--- src/rtl/lcd_bus_responder.sv ---
// +--------------------------------------------------------------------------+
// | lcd_bus_responder : HD44780-style LCD bus far end with DDRAM image,      |
// |                     busy-flag emulation and debug peek port.  Rev 1.0    |
// +--------------------------------------------------------------------------+
`default_nettype none

module lcd_bus_responder #(
  parameter int BUSY_CYCLES  = 2000,
  parameter int CLEAR_CYCLES = 82000
) (
  input  logic        clock,
  input  logic        reset,
  input  logic [7:0]  lcd_data,
  input  logic [4:0]  lcd_ctrl,
  output logic [7:0]  lcd_rdata,
  input  logic [6:0]  peek_addr,
  output logic [7:0]  peek_data,
  output logic        busy,
  output logic [6:0]  ac,
  output logic        display_on,
  output logic        cursor_on,
  output logic        blink_on,
  output logic        inc_mode,
  output logic        two_line,
  output logic [15:0] xfer_count,
  output logic        err_overrun,
  output logic        err_addr
);

  localparam int MAX_CYCLES = (CLEAR_CYCLES > BUSY_CYCLES) ? CLEAR_CYCLES : BUSY_CYCLES;
  localparam int CW         = $clog2(MAX_CYCLES + 1);

  localparam logic [CW-1:0] BUSY_LOAD  = CW'(BUSY_CYCLES);
  localparam logic [CW-1:0] CLEAR_LOAD = CW'(CLEAR_CYCLES);
  localparam logic [CW-1:0] ONE        = CW'(1);

  localparam logic [1:0] S_IDLE     = 2'd0;
  localparam logic [1:0] S_BUSY     = 2'd1;
  localparam logic [1:0] S_CLEARING = 2'd2;

  // Address counter walks the two 40-column lines as one 80-entry ring.
  function automatic logic [6:0] step_ac(input logic [6:0] a, input logic up);
    logic [6:0] r;
    if (up) begin
      if (a == 7'h27)      r = 7'h40;
      else if (a == 7'h67) r = 7'h00;
      else                 r = a + 7'd1;
    end else begin
      if (a == 7'h00)      r = 7'h67;
      else if (a == 7'h40) r = 7'h27;
      else                 r = a - 7'd1;
    end
    return r;
  endfunction

  function automatic logic is_mapped(input logic [6:0] a);
    return a[5:0] < 6'd40;
  endfunction

  function automatic logic [6:0] ddram_index(input logic [6:0] a);
    return a[6] ? ({1'b0, a[5:0]} + 7'd40) : {1'b0, a[5:0]};
  endfunction

  logic [7:0]    ddram [0:79];
  logic [7:0]    data_q;
  logic          rs_q, rw_q, e_q;
  logic [1:0]    state;
  logic [CW-1:0] count;
  logic [6:0]    fill_idx;
  logic          dl_flag, shift_flag, cgram_mode;

  logic strobe, take, accept, overrun, do_clear, do_load;
  logic is_write, is_instr, is_dread, data_we, fill_we;

  assign busy     = (count != '0);
  assign strobe   = e_q & ~lcd_ctrl[2];
  assign take     = strobe & lcd_ctrl[3];
  assign accept   = take & ~busy;
  assign is_write = ~rw_q & rs_q;
  assign is_instr = ~rw_q & ~rs_q;
  assign is_dread = rw_q & rs_q;
  // Reads never count as overruns: polling the busy flag is the normal use.
  assign overrun  = take & busy & ~rw_q;
  assign do_clear = accept & is_instr & (data_q == 8'h01);
  assign do_load  = accept & ~rw_q;
  assign fill_we  = (state == S_CLEARING);
  assign data_we  = accept & is_write & ~cgram_mode;

  logic unused_ok;
  assign unused_ok = &{1'b0, lcd_ctrl[4], dl_flag, shift_flag};

  always_ff @(posedge clock) begin
    if (fill_we)      ddram[fill_idx]         <= 8'h20;
    else if (data_we) ddram[ddram_index(ac)]  <= data_q;
  end

  always_ff @(posedge clock or negedge reset) begin
    if (!reset) begin
      data_q      <= 8'h00;
      rs_q        <= 1'b0;
      rw_q        <= 1'b0;
      e_q         <= 1'b0;
      state       <= S_CLEARING;
      count       <= CLEAR_LOAD;
      fill_idx    <= 7'd0;
      ac          <= 7'h00;
      display_on  <= 1'b0;
      cursor_on   <= 1'b0;
      blink_on    <= 1'b0;
      inc_mode    <= 1'b1;
      shift_flag  <= 1'b0;
      two_line    <= 1'b0;
      dl_flag     <= 1'b1;
      cgram_mode  <= 1'b0;
      xfer_count  <= 16'h0000;
      err_overrun <= 1'b0;
      err_addr    <= 1'b0;
      peek_data   <= 8'h00;
    end else begin
      data_q <= lcd_data;
      rs_q   <= lcd_ctrl[0];
      rw_q   <= lcd_ctrl[1];
      e_q    <= lcd_ctrl[2];

      peek_data <= is_mapped(peek_addr) ? ddram[ddram_index(peek_addr)] : 8'h00;

      if (do_clear)     count <= CLEAR_LOAD;
      else if (do_load) count <= BUSY_LOAD;
      else if (busy)    count <= count - ONE;

      if (accept && xfer_count != 16'hFFFF) xfer_count <= xfer_count + 16'd1;
      if (overrun) err_overrun <= 1'b1;

      case (state)
        S_IDLE, S_BUSY: begin
          if (do_clear) begin
            state    <= S_CLEARING;
            fill_idx <= 7'd0;
          end else if (do_load) begin
            state <= S_BUSY;
          end else if (!busy) begin
            state <= S_IDLE;
          end
        end
        S_CLEARING: begin
          fill_idx <= fill_idx + 7'd1;
          if (fill_idx == 7'd79) state <= (count > ONE) ? S_BUSY : S_IDLE;
        end
        default: state <= S_IDLE;
      endcase

      if (do_clear) begin
        ac         <= 7'h00;
        inc_mode   <= 1'b1;
        cgram_mode <= 1'b0;
      end else if (accept) begin
        if (is_write || is_dread) begin
          ac <= step_ac(ac, inc_mode);
        end else if (is_instr) begin
          casez (data_q)
            8'b1???????: begin
              cgram_mode <= 1'b0;
              if (is_mapped(data_q[6:0])) begin
                ac <= data_q[6:0];
              end else begin
                ac       <= 7'h00;
                err_addr <= 1'b1;
              end
            end
            8'b01??????: cgram_mode <= 1'b1;
            8'b001?????: begin
              dl_flag  <= data_q[4];
              two_line <= data_q[3];
            end
            8'b0001????: if (!data_q[3]) ac <= step_ac(ac, data_q[2]);
            8'b00001???: begin
              display_on <= data_q[2];
              cursor_on  <= data_q[1];
              blink_on   <= data_q[0];
            end
            8'b000001??: begin
              inc_mode   <= data_q[1];
              shift_flag <= data_q[0];
            end
            8'b0000001?: ac <= 7'h00;
            default: ;
          endcase
        end
      end
    end
  end

  always_comb begin
    lcd_rdata = 8'h00;
    if (lcd_ctrl[2] && lcd_ctrl[1])
      lcd_rdata = lcd_ctrl[0] ? ddram[ddram_index(ac)] : {busy, ac};
  end

endmodule

`default_nettype wire

--- config.mk ---
export PLATFORM = sky130hd
export DESIGN_NAME = lcd_bus_responder
export DESIGN_NICKNAME = d
export VERILOG_FILES = /design/src/rtl/lcd_bus_responder.sv
export SDC_FILE = /design/constraint.sdc
export NUM_CORES = 1
export LEC_CHECK = 0
export ABC_AREA = 1
export BUFFER_PORTS_ARGS = -buffer_cell sky130_fd_sc_hd__clkbuf_2
export CAP_MARGIN = 20
export CORE_MARGIN = 2
export CORE_UTILIZATION = 30
export CTS_BUF_LIST = sky130_fd_sc_hd__clkbuf_16
export DETAILED_ROUTE_END_ITERATION = 6
export PLACE_DENSITY = 0.46
export SYNTH_ARGS = -nofsm -noshare
export SYNTH_HDL_FRONTEND = slang
export SYNTH_SLANG_ARGS = --single-unit
--- constraint.sdc ---
create_clock -name clock -period 10.2 [get_ports clock]
set_input_delay 1.02 -clock clock [delete_from_list [all_inputs] [get_ports clock]]
set_output_delay 1.02 -clock clock [all_outputs]
set_load 0.01 [all_outputs]
# Word level (Yosys, flattened, before mapping)
# Memories as Yosys holds them, arrays and structs flattened.
# Cells that the tools add are included.
dict set report classes {
  addsub 7
  mul 0
  div 0
  n_lt_le_gt_ge 3
  eq_ne 19
  shift 0
  muxes 47
  bitwise 21
  reduce_logical 24
}
# op n
set op_table {}
lappend op_table {{two-way mux 7 bit} 16}
lappend op_table {{two-way mux 17 bit} 3}
lappend op_table {{two-way mux 8 bit} 4}
lappend op_table {{equality test 7 bit, second input constant} 3}
lappend op_table {{one-hot mux 7 bit (3 select lines)} 1}
lappend op_table {{greater-than comparator 17 x 1 -> 1 bit, second input constant} 1}
lappend op_table {{nonzero test 17 bit} 1}
lappend op_table {{subtractor 17 x 1 -> 17 bit, second input constant} 1}
lappend op_table {{adder 16 x 1 -> 16 bit, second input constant} 1}
lappend op_table {{two-way mux 1 bit} 16}
lappend op_table {{inequality test 16 bit, second input constant} 1}
lappend op_table {{adder 6 x 6 -> 7 bit, second input constant} 2}
lappend op_table {{adder 7 x 1 -> 7 bit, second input constant} 2}
lappend op_table {{one-hot mux 7 bit (2 select lines)} 1}
lappend op_table {{bitwise AND 1 bit} 13}
lappend op_table {{less-than comparator 6 bit, second input constant} 2}
lappend op_table {{AND reduction 4 bit} 3}
lappend op_table {{AND reduction 5 bit} 2}
lappend op_table {{nonzero test 3 bit} 3}
lappend op_table {{equality test 8 x 1 -> 1 bit, second input constant} 1}
lappend op_table {{two-way mux 2 bit} 4}
lappend op_table {{inequality test 4 bit, second input constant} 2}
lappend op_table {{inverter 1 bit} 8}
lappend op_table {{nonzero test 2 bit} 4}
lappend op_table {{other kinds (22)} 26}
dict set report word_totals {
  register_bits 76
  latchBits 0
  mem_bits_rw 640
  rom_bits 0
  elab_cells 140
  mem_count 1
}
# name depth word_bits read_ports rd_clocked_by_memory_dff write_ports line_no
set memory_table {}
lappend memory_table {ddram 80 8 2 0 1 64} ;# logic [7:0] ddram [0:79];

# Longest topological paths before layout
# Gate-level depths: netlist of the first run.
dict set report depth {
  depth_word 11
  ltp_mapped 17
  ltp_nobuf 13
}

# Worst setup path before layout of the first run
# Ideal clock, no wire load.
dict set report synth_path {
  kind {input-to-reg}
  from {input lcd_ctrl[2]}
  to {memory ddram[0][0], data pin}
  t_arrival_ns 3.784
  required_ns 9.625
  slack_ns 5.840
  path_stages 8
  cell_sequence {inv_1 > nand3_1 > nor2_2 > nand4_4 > nor2_4 > nand2_4 > buf_6 > nor2_1}
}
dict set report synth_between {
  elab_chain_cells 11
}
# element line_no
set synth_lines {}
lappend synth_lines {{start, declared} 14} ;# input logic [4:0] lcd_ctrl,
lappend synth_lines {{inverter 1 bit} 76} ;# assign strobe = e_q & ~lcd_ctrl[2];
lappend synth_lines {{bitwise AND 1 bit} 76}
lappend synth_lines {{bitwise AND 1 bit} 77} ;# assign take = strobe & lcd_ctrl[3];
lappend synth_lines {{bitwise AND 1 bit} 78} ;# assign accept = take & ~busy;
lappend synth_lines {{bitwise AND 1 bit (2 in a row)} 87} ;# assign data_we = accept & is_write & ~cgram_mode;
lappend synth_lines {{two-way mux 1 bit} 94} ;# else if (data_we) ddram[ddram_index(ac)] <= data_q;
lappend synth_lines {{two-way mux 1 bit} 93} ;# if (fill_we) ddram[fill_idx] <= 8'h20;
lappend synth_lines {{two-way mux 1 bit (not written as such)} 94}
lappend synth_lines {{OR reduction 8 bit (no line)} -}
lappend synth_lines {{two-way mux 8 bit (no line)} -}
lappend synth_lines {{end, declared} 64}
# Every way passes these cells.

# Final worst setup path of the first run
dict set report layout_path {
  from {register ac[1]}
  to {output lcd_rdata[4]}
}
dict set report layout_between {
  elab_chain_cells 5
}
# element line_no
set layout_lines {}
lappend layout_lines {{start, declared} 19} ;# output logic [6:0] ac,
lappend layout_lines {{start signal, assigned} 158} ;# ac <= step_ac(ac, inc_mode);
lappend layout_lines {{start signal, assigned} 164} ;# ac <= data_q[6:0];
lappend layout_lines {{adder 6 x 6 -> 7 bit} 61} ;# return a[6] ? ({1'b0, a[5:0]} + 7'd40) : {1'b0, a[5:0]};
lappend layout_lines {{two-way mux 7 bit (*)} 61}
lappend layout_lines {{memory (80 x 8 bit) (*)} -}
lappend layout_lines {{two-way mux 8 bit (*)} 196} ;# lcd_rdata = lcd_ctrl[0] ? ddram[ddram_index(ac)] : {busy, ac};
lappend layout_lines {{two-way mux 8 bit (*)} 195} ;# if (lcd_ctrl[2] && lcd_ctrl[1])
lappend layout_lines {{end, declared} 15} ;# output logic [7:0] lcd_rdata,
# Every way passes the cells marked *; elsewhere a longest branch is shown, timed or not.

==> impl_metrics.tcl, run 1 <==
set metrics [dict create \
    critPathKind "flip-flop to output pin" \
    synthMuxAreaShare_pct 0 \
    cts_buffer_depth 3 \
    grt_max_degree 171 \
    use_met2_pct 31.7 \
    ys_warn_count 0 \
    ir_drop_mv 0.126 \
    post-route-drc-count 0 \
    slew_violations 0 \
    cap_violations 0 \
    hold_violations 0 \
    ys_ff_latch 716 \
    layout-drive-gt1-share_pct 7.41 \
    cp-end-kind "output pin" \
    fmax_mhz 174 \
    fill_cells 12600 \
    worst_slew_pin_slew_ns 1.13 \
    wl_per_cell_um 23.0 \
    met1_usage_pct 29.3 \
    cpPeakStageDelay_ns 0.81 \
    cp.arrival_ns 4.74 \
    p_int_mw 4.87 \
    critPathMaxFanout 70 \
    ant_nets 0 \
    min_period_over_period_pct 56.5 \
    grt_pass1_wl_mm 192 \
    syn_to_final_growth_pct 12.3 \
    synth_edf_count 640 \
    rsz0062_at_grt "false" \
    finalWeightedCongestion 0.865 \
    cpMostUsedCell "nand3_1" \
    rr_worst_depth 13 \
    post-cts-setup-buffers 0 \
    finalSetupViolCount 0 \
    clk_pin_slew_ns 0.06 \
    crit_required_ns 9.18 \
    drt_wl_total_mm 132 \
    syn_area_um2 36700 \
    power.density_nw_per_um2 156 \
    syn-num-nets 4172 \
    holdWs_ns 0.209 \
    seq_area_frac_synth_pct 57.6 \
    diodes 0 \
    synth_compound_area_share_pct 10.0 \
    fin_util_pct 33.9 \
    cpMaxStageDelayCell "buf_4" \
    grt_use_met3_pct 2.89 \
    busiest_layer "met2" \
    status "finished clean" \
    synth_top_family_by_area "simple AND/OR/NAND/NOR gates" \
    relSlewSlack_pct 24.4 \
    clk_latency_ns 0.69 \
    grt_antenna_before_repair 0 \
    yosys.area_share.simple_pct 26.4 \
    grt-ovfl-total 0 \
    layout_commonest_cell "nand2_1" \
    final_cell_mix "nand2_1 (1096), nand3_1 (715), edfxtp_1 (640)" \
    fin_ws_ns 4.44 \
    fp.dieW_um 354 \
    fp.dieH_um 354 \
    p_comb_share_pct 5.2 \
    io_buffers 67 \
    io_pins 69 \
    synth.avg_cell_area_um2 8.86 \
    cts_resized 0 \
    grt_usage_pct 20.6 \
    clkSinkCount 716 \
    synth_cells 4138 \
    grt_pass1_vias 28300 \
    ys.flop_type "edfxtp_1" \
    htree_levels 3 \
    tns_ns 0 \
    vias_per_cell 5.30 \
    cts_tree "built" \
    hold_class "input port to async pin" \
    fin_crit_ns 5.76 \
    die_area_um2 125000 \
    dr.pass1.iters 6 \
    ys_async_sr_fraction_pct 10.6 \
    seqPwrFrac_pct 49.3 \
    cts-root-buf "clkbuf_16" \
    cp_cell_sequence "buf_4, buf_4, buf_4, nand3_1, nand3_1, nand2_1, nand2_1, nand3_1, nand3_1, nand3_1, nand2_1, a21oi_1, clkbuf_2" \
    row_count 128 \
    start_util_pct 30.2 \
    hpwlAfterDp_mm 74.6 \
    coreArea_um2 122000 \
    postCtsHoldBufs 0 \
    p_sw_share_pct 24.1 \
    vias 30500 \
    drt_iter0_drc 3155 \
    leakagePower_nw 15.3 \
    p_sw_mw 1.55 \
    skew_ns 0.0442 \
    fin_nets 4093 \
    synth.distinct_cells 45 \
    dp_slack_ns 5.19 \
    synth_xor_area_share_pct 0.740 \
    numCtsBuffers 85 \
    cp-start-kind "flip-flop" \
    p_clk_share_pct 45.5 \
    synthAdderAreaFrac_pct 0.409 \
]
## worst paths after layout
check                      slack, ns         from            end
min in group clock              0.43  lcd_data[3]      data_q[3]
max                             4.44        ac[1]   lcd_rdata[4]
max in group asynchronous       8.75        reset          ac[2]
min reg2reg                     0.47  err_overrun    err_overrun
min                             0.21        reset  xfer_count[5]
max reg2reg                     5.82        ac[1]          ac[5]
## state kept, by name, summed over array words and instances, names as in the netlist
register,flops
inc_mode,1
ddram,640
fill_idx,7
peek_data,8
cursor_on,1
err_addr,1
rs_q,1
display_on,1
data_q,8
rw_q,1
blink_on,1
xfer_count,16
ac,7
e_q,1
two_line,1
state,2
err_overrun,1
count,17
cgram_mode,1
## through the flow
step / area, um^2 / std cells / power (mW)
after floorplan: 36700 / 4138 / 3.41
after global placement: 38500 / 5595 / 3.55
after detailed placement: 38500 / 5595 / 3.55
after CTS: 41100 / 5750 / 6.48
after global routing: 41200 / 5752 / 6.62
final: 41200 / 5752 / 6.42
## worst max-delay path: cells and delay by family (launching register included)
family | cells | cell delay [ns]
buffers and inverters | 4 | 2.26
AOI/OAI and AO/OA | 1 | 0.08
and+or+nand+nor | 8 | 1.15
DFF | 1 | 0.44
## cells by family (layout without fill, tap and decap cells)
kind of cell,Yosys count,count (layout)
adders and majority gates,12,12
xor gates and xnor gates,31,31
DFF,716,716
buffers and inverters,463,452
and+or+nand+nor,2248,2248
AOI/OAI and AO/OA,668,668
## cells in the mapped netlist (7+ instances only)
master / n / share of area (%)
edfxtp_1: 640 / 52
dfrtp_1: 70 / 4.8
nand2_1: 1096 / 11
buf_1: 34 / 0.35
o211ai_1: 33 / 0.68
nand4_4: 9 / 0.52
o22ai_1: 105 / 1.8
nand3_1: 716 / 9.8
a21oi_1: 105 / 1.4
nor3_1: 7 / 0.096
buf_2: 13 / 0.18
inv_2: 9 / 0.092
nand4_1: 14 / 0.24
ha_1: 12 / 0.41
nor2_1: 370 / 3.8
clkbuf_1: 229 / 2.3
nand2_2: 9 / 0.15
o21ai_0: 402 / 5.5
xor2_1: 25 / 0.60
inv_1: 172 / 1.8
## per-layer routing
metal	share of wire, %	vias to the layer above
li1	-	14200
met1	45	14800
met2	45	1221
met3	6.8	236
met4	3.6	0
met5	0	-
## power groups by stage
| stage | Sequential (mW) | Clock, mW | Combinational [mW] |
|---|---|---|---|
| 6_report | 3.16 | 2.92 | 0.334 |
| 5_1_grt | 3.16 | 3.10 | 0.358 |
| 4_1_cts | 3.16 | 2.99 | 0.328 |
| 3_5_place_dp | 3.22 | 0 | 0.327 |
| 3_3_place_gp | 3.22 | 0 | 0.327 |
| 2_1_floorplan | 3.22 | 0 | 0.184 |
## area by class of cell
type                       count  area (um^2)  share of cell area [%]
tap                         1625         2030                    4.94
sequential                   716        21100                    51.3
inverter                     185          721                    1.75
timing repair buffer         112          756                    1.84
clock inverter                68          483                    1.17
multi-input combinational   2959        13900                    33.7
clock buffer                  87         2180                    5.29
Power figures use the tool's default switching activity.
==> run 2: changes to the inputs <==
- clock period: 10.2 -> 5.55 ns (I/O delays scaled with it)
==> run 2 against run 1 <==
Net effect: cell count increased by 0.56%; critical endpoint is now lcd_rdata[3]; die area stayed put; via count up 0.72%; sequential power is 84% higher; critical path type unchanged; largest power group unchanged; sequential share of layout area is 0.64 points lower; worst setup slack got worse by 3.4 ns.
==> impl_metrics.tcl, run 2 (synthesis results as in run 1) <==
set metrics [dict create \
    skew_ns 0.0406 \
    fin_nets 4135 \
    clk_latency_ns 0.68 \
    grt_max_degree 157 \
    relSlewSlack_pct 19.3 \
    finalPower_mw 12.0 \
    fin_ws_ns 0.993 \
    fmax_mhz 219 \
    cts_tree "built" \
    fp.dieH_um 354 \
    r2r-end "ddram[31][5]" \
    dr.pass1.iters 7 \
    critical_path_buf_inv_count 3 \
    layout-drive-gt1-share_pct 8.03 \
    start_util_pct 30.2 \
    largest-register "ddram" \
    cp.arrival_ns 4.00 \
    startpoint "ac[0]" \
    hold_class "input port to flip-flop" \
    ir_drop_mv 0.228 \
    finalWeightedCongestion 0.881 \
    hold_start "lcd_ctrl[0]" \
    dp_slack_ns 1.23 \
    p_sw_mw 2.83 \
    drt_iter0_drc 3002 \
    cp-end-kind "output pin" \
    fin_crit_ns 4.56 \
    p_int_mw 9.15 \
    largest_register_ffs 640 \
    critPathKind "flip-flop to output pin" \
    critPathMaxFanout 149 \
    p_clk_share_pct 46.2 \
    hold_depth 1 \
    top_regs "ddram x640, count x17, xfer_count x16" \
    cap_violations 0 \
    place_area_um2 38800 \
    critical_path.top_delay_family "buffers and inverters" \
    hpwlAfterDp_mm 77.7 \
    grt_antenna_before_repair 4 \
    fp.dieW_um 354 \
    cts-root-buf "clkbuf_16" \
    p_comb_share_pct 5.2 \
    clkSinkCount 716 \
    stdcell_area_um2 41700 \
    tns_ns 0 \
    cts_buffer_depth 3 \
    leakagePower_nw 15.6 \
    drt_wl_total_mm 134 \
    min_period_over_period_pct 82.1 \
    coreArea_um2 122000 \
    clk_pin_slew_ns 0.07 \
    ff2ff_setup_slack_ns 1.37 \
    htree_levels 3 \
    layout_commonest_cell "nand2_1" \
    cp_cell_sequence "inv_8, buf_4, nand2_1, nand3_1, nand3_1, nand2_1, nand2_1, nand3_1, nand3_1, nand3_1, nand2_1, a21oi_1, clkbuf_2" \
    die_area_um2 125000 \
    finalSetupViolCount 0 \
    cpPeakStageDelay_ns 0.69 \
    hold_violations 0 \
    io_buffers 67 \
    rsz0062_at_grt "false" \
    worst_slew_pin_slew_ns 1.21 \
    post-route-drc-count 0 \
    p_sw_share_pct 23.6 \
    diodes 0 \
    whs_endpoint "rs_q" \
    grt_pass1_wl_mm 196 \
    rr_worst_depth 12 \
    vias_per_cell 5.31 \
    seqPwrFrac_pct 48.5 \
    syn_to_final_growth_pct 13.7 \
    cp-start-kind "flip-flop" \
    cpMaxStageDelayCell "inv_8" \
    slew_violations 0 \
    row_count 128 \
    wl_per_cell_um 23.2 \
    grt-ovfl-total 0 \
    cpMostUsedCell "nand3_1" \
    grt_pass1_vias 29100 \
    final_cell_mix "nand2_1 (1096), nand3_1 (715), edfxtp_1 (640)" \
    grt_usage_pct 20.9 \
    holdWs_ns 0.179 \
    numCtsBuffers 85 \
    ant_nets 0 \
    rr_startpoint "count[0]" \
    vias 30700 \
    status "finished clean" \
    io_pins 69 \
    crit_required_ns 4.99 \
    power.density_nw_per_um2 287 \
]
-- run 2: worst max-delay path by stage --
stage          slack [ns]      endpoint  cells after the start
2_1_floorplan        1.62   ddram[0][0]                      9
3_3_place_gp         1.31  ddram[39][2]                     12
3_5_place_dp         1.23  ddram[31][2]                     12
4_1_cts              1.01  lcd_rdata[2]                     13
5_1_grt              0.79  lcd_rdata[3]                     13
6_report             0.99  lcd_rdata[3]                     13
-- run 2: stage by stage --
step                      cells  util [%]
after global placement     5625      31.9
after floorplan            4138         -
after CTS                  5782      34.3
after global routing       5784      34.3
after detailed placement   5626      32.0
final                      5784      34.3
-- run 2: layout make-up --
class	instances	area [um^2]
clock inverters	54	434
well taps	1625	2030
clock buffers	91	2280
multi-input cells	2959	13900
inverters	185	721
flip-flops and latches	716	21100
fillers	12400	79900
repair buffers	154	1240
-- run 2: repair_timing --
| item | 4_1_cts | 5_1_grt |
|---|---|---|
| resized for setup | 0 | 0 |
| hold buffers | 11 | 0 |
| endpoints found under the hold margin | 26 | 0 |
| buffers inserted | 0 | 0 |
-- run 2: layer usage --
metal  track usage (%)  wire, um  up-vias  share of wire [%]
met5                 0        27        -              0.020
met3              3.03      9430      197                7.0
met2              32.8     61000     1201                 46
met4              6.66      3820        4                2.9
li1                  -         -    14300                  -
met1              29.6     59700    15000                 45
-- run 2: power groups by stage --
stage | logic (mW) | registers [mW] | clock network [mW]
3_5_place_dp | 0.612 | 5.92 | 0
4_1_cts | 0.620 | 5.81 | 5.65
5_1_grt | 0.677 | 5.81 | 5.84
6_report | 0.626 | 5.81 | 5.54
2_1_floorplan | 0.339 | 5.93 | 0
3_3_place_gp | 0.612 | 5.92 | 0
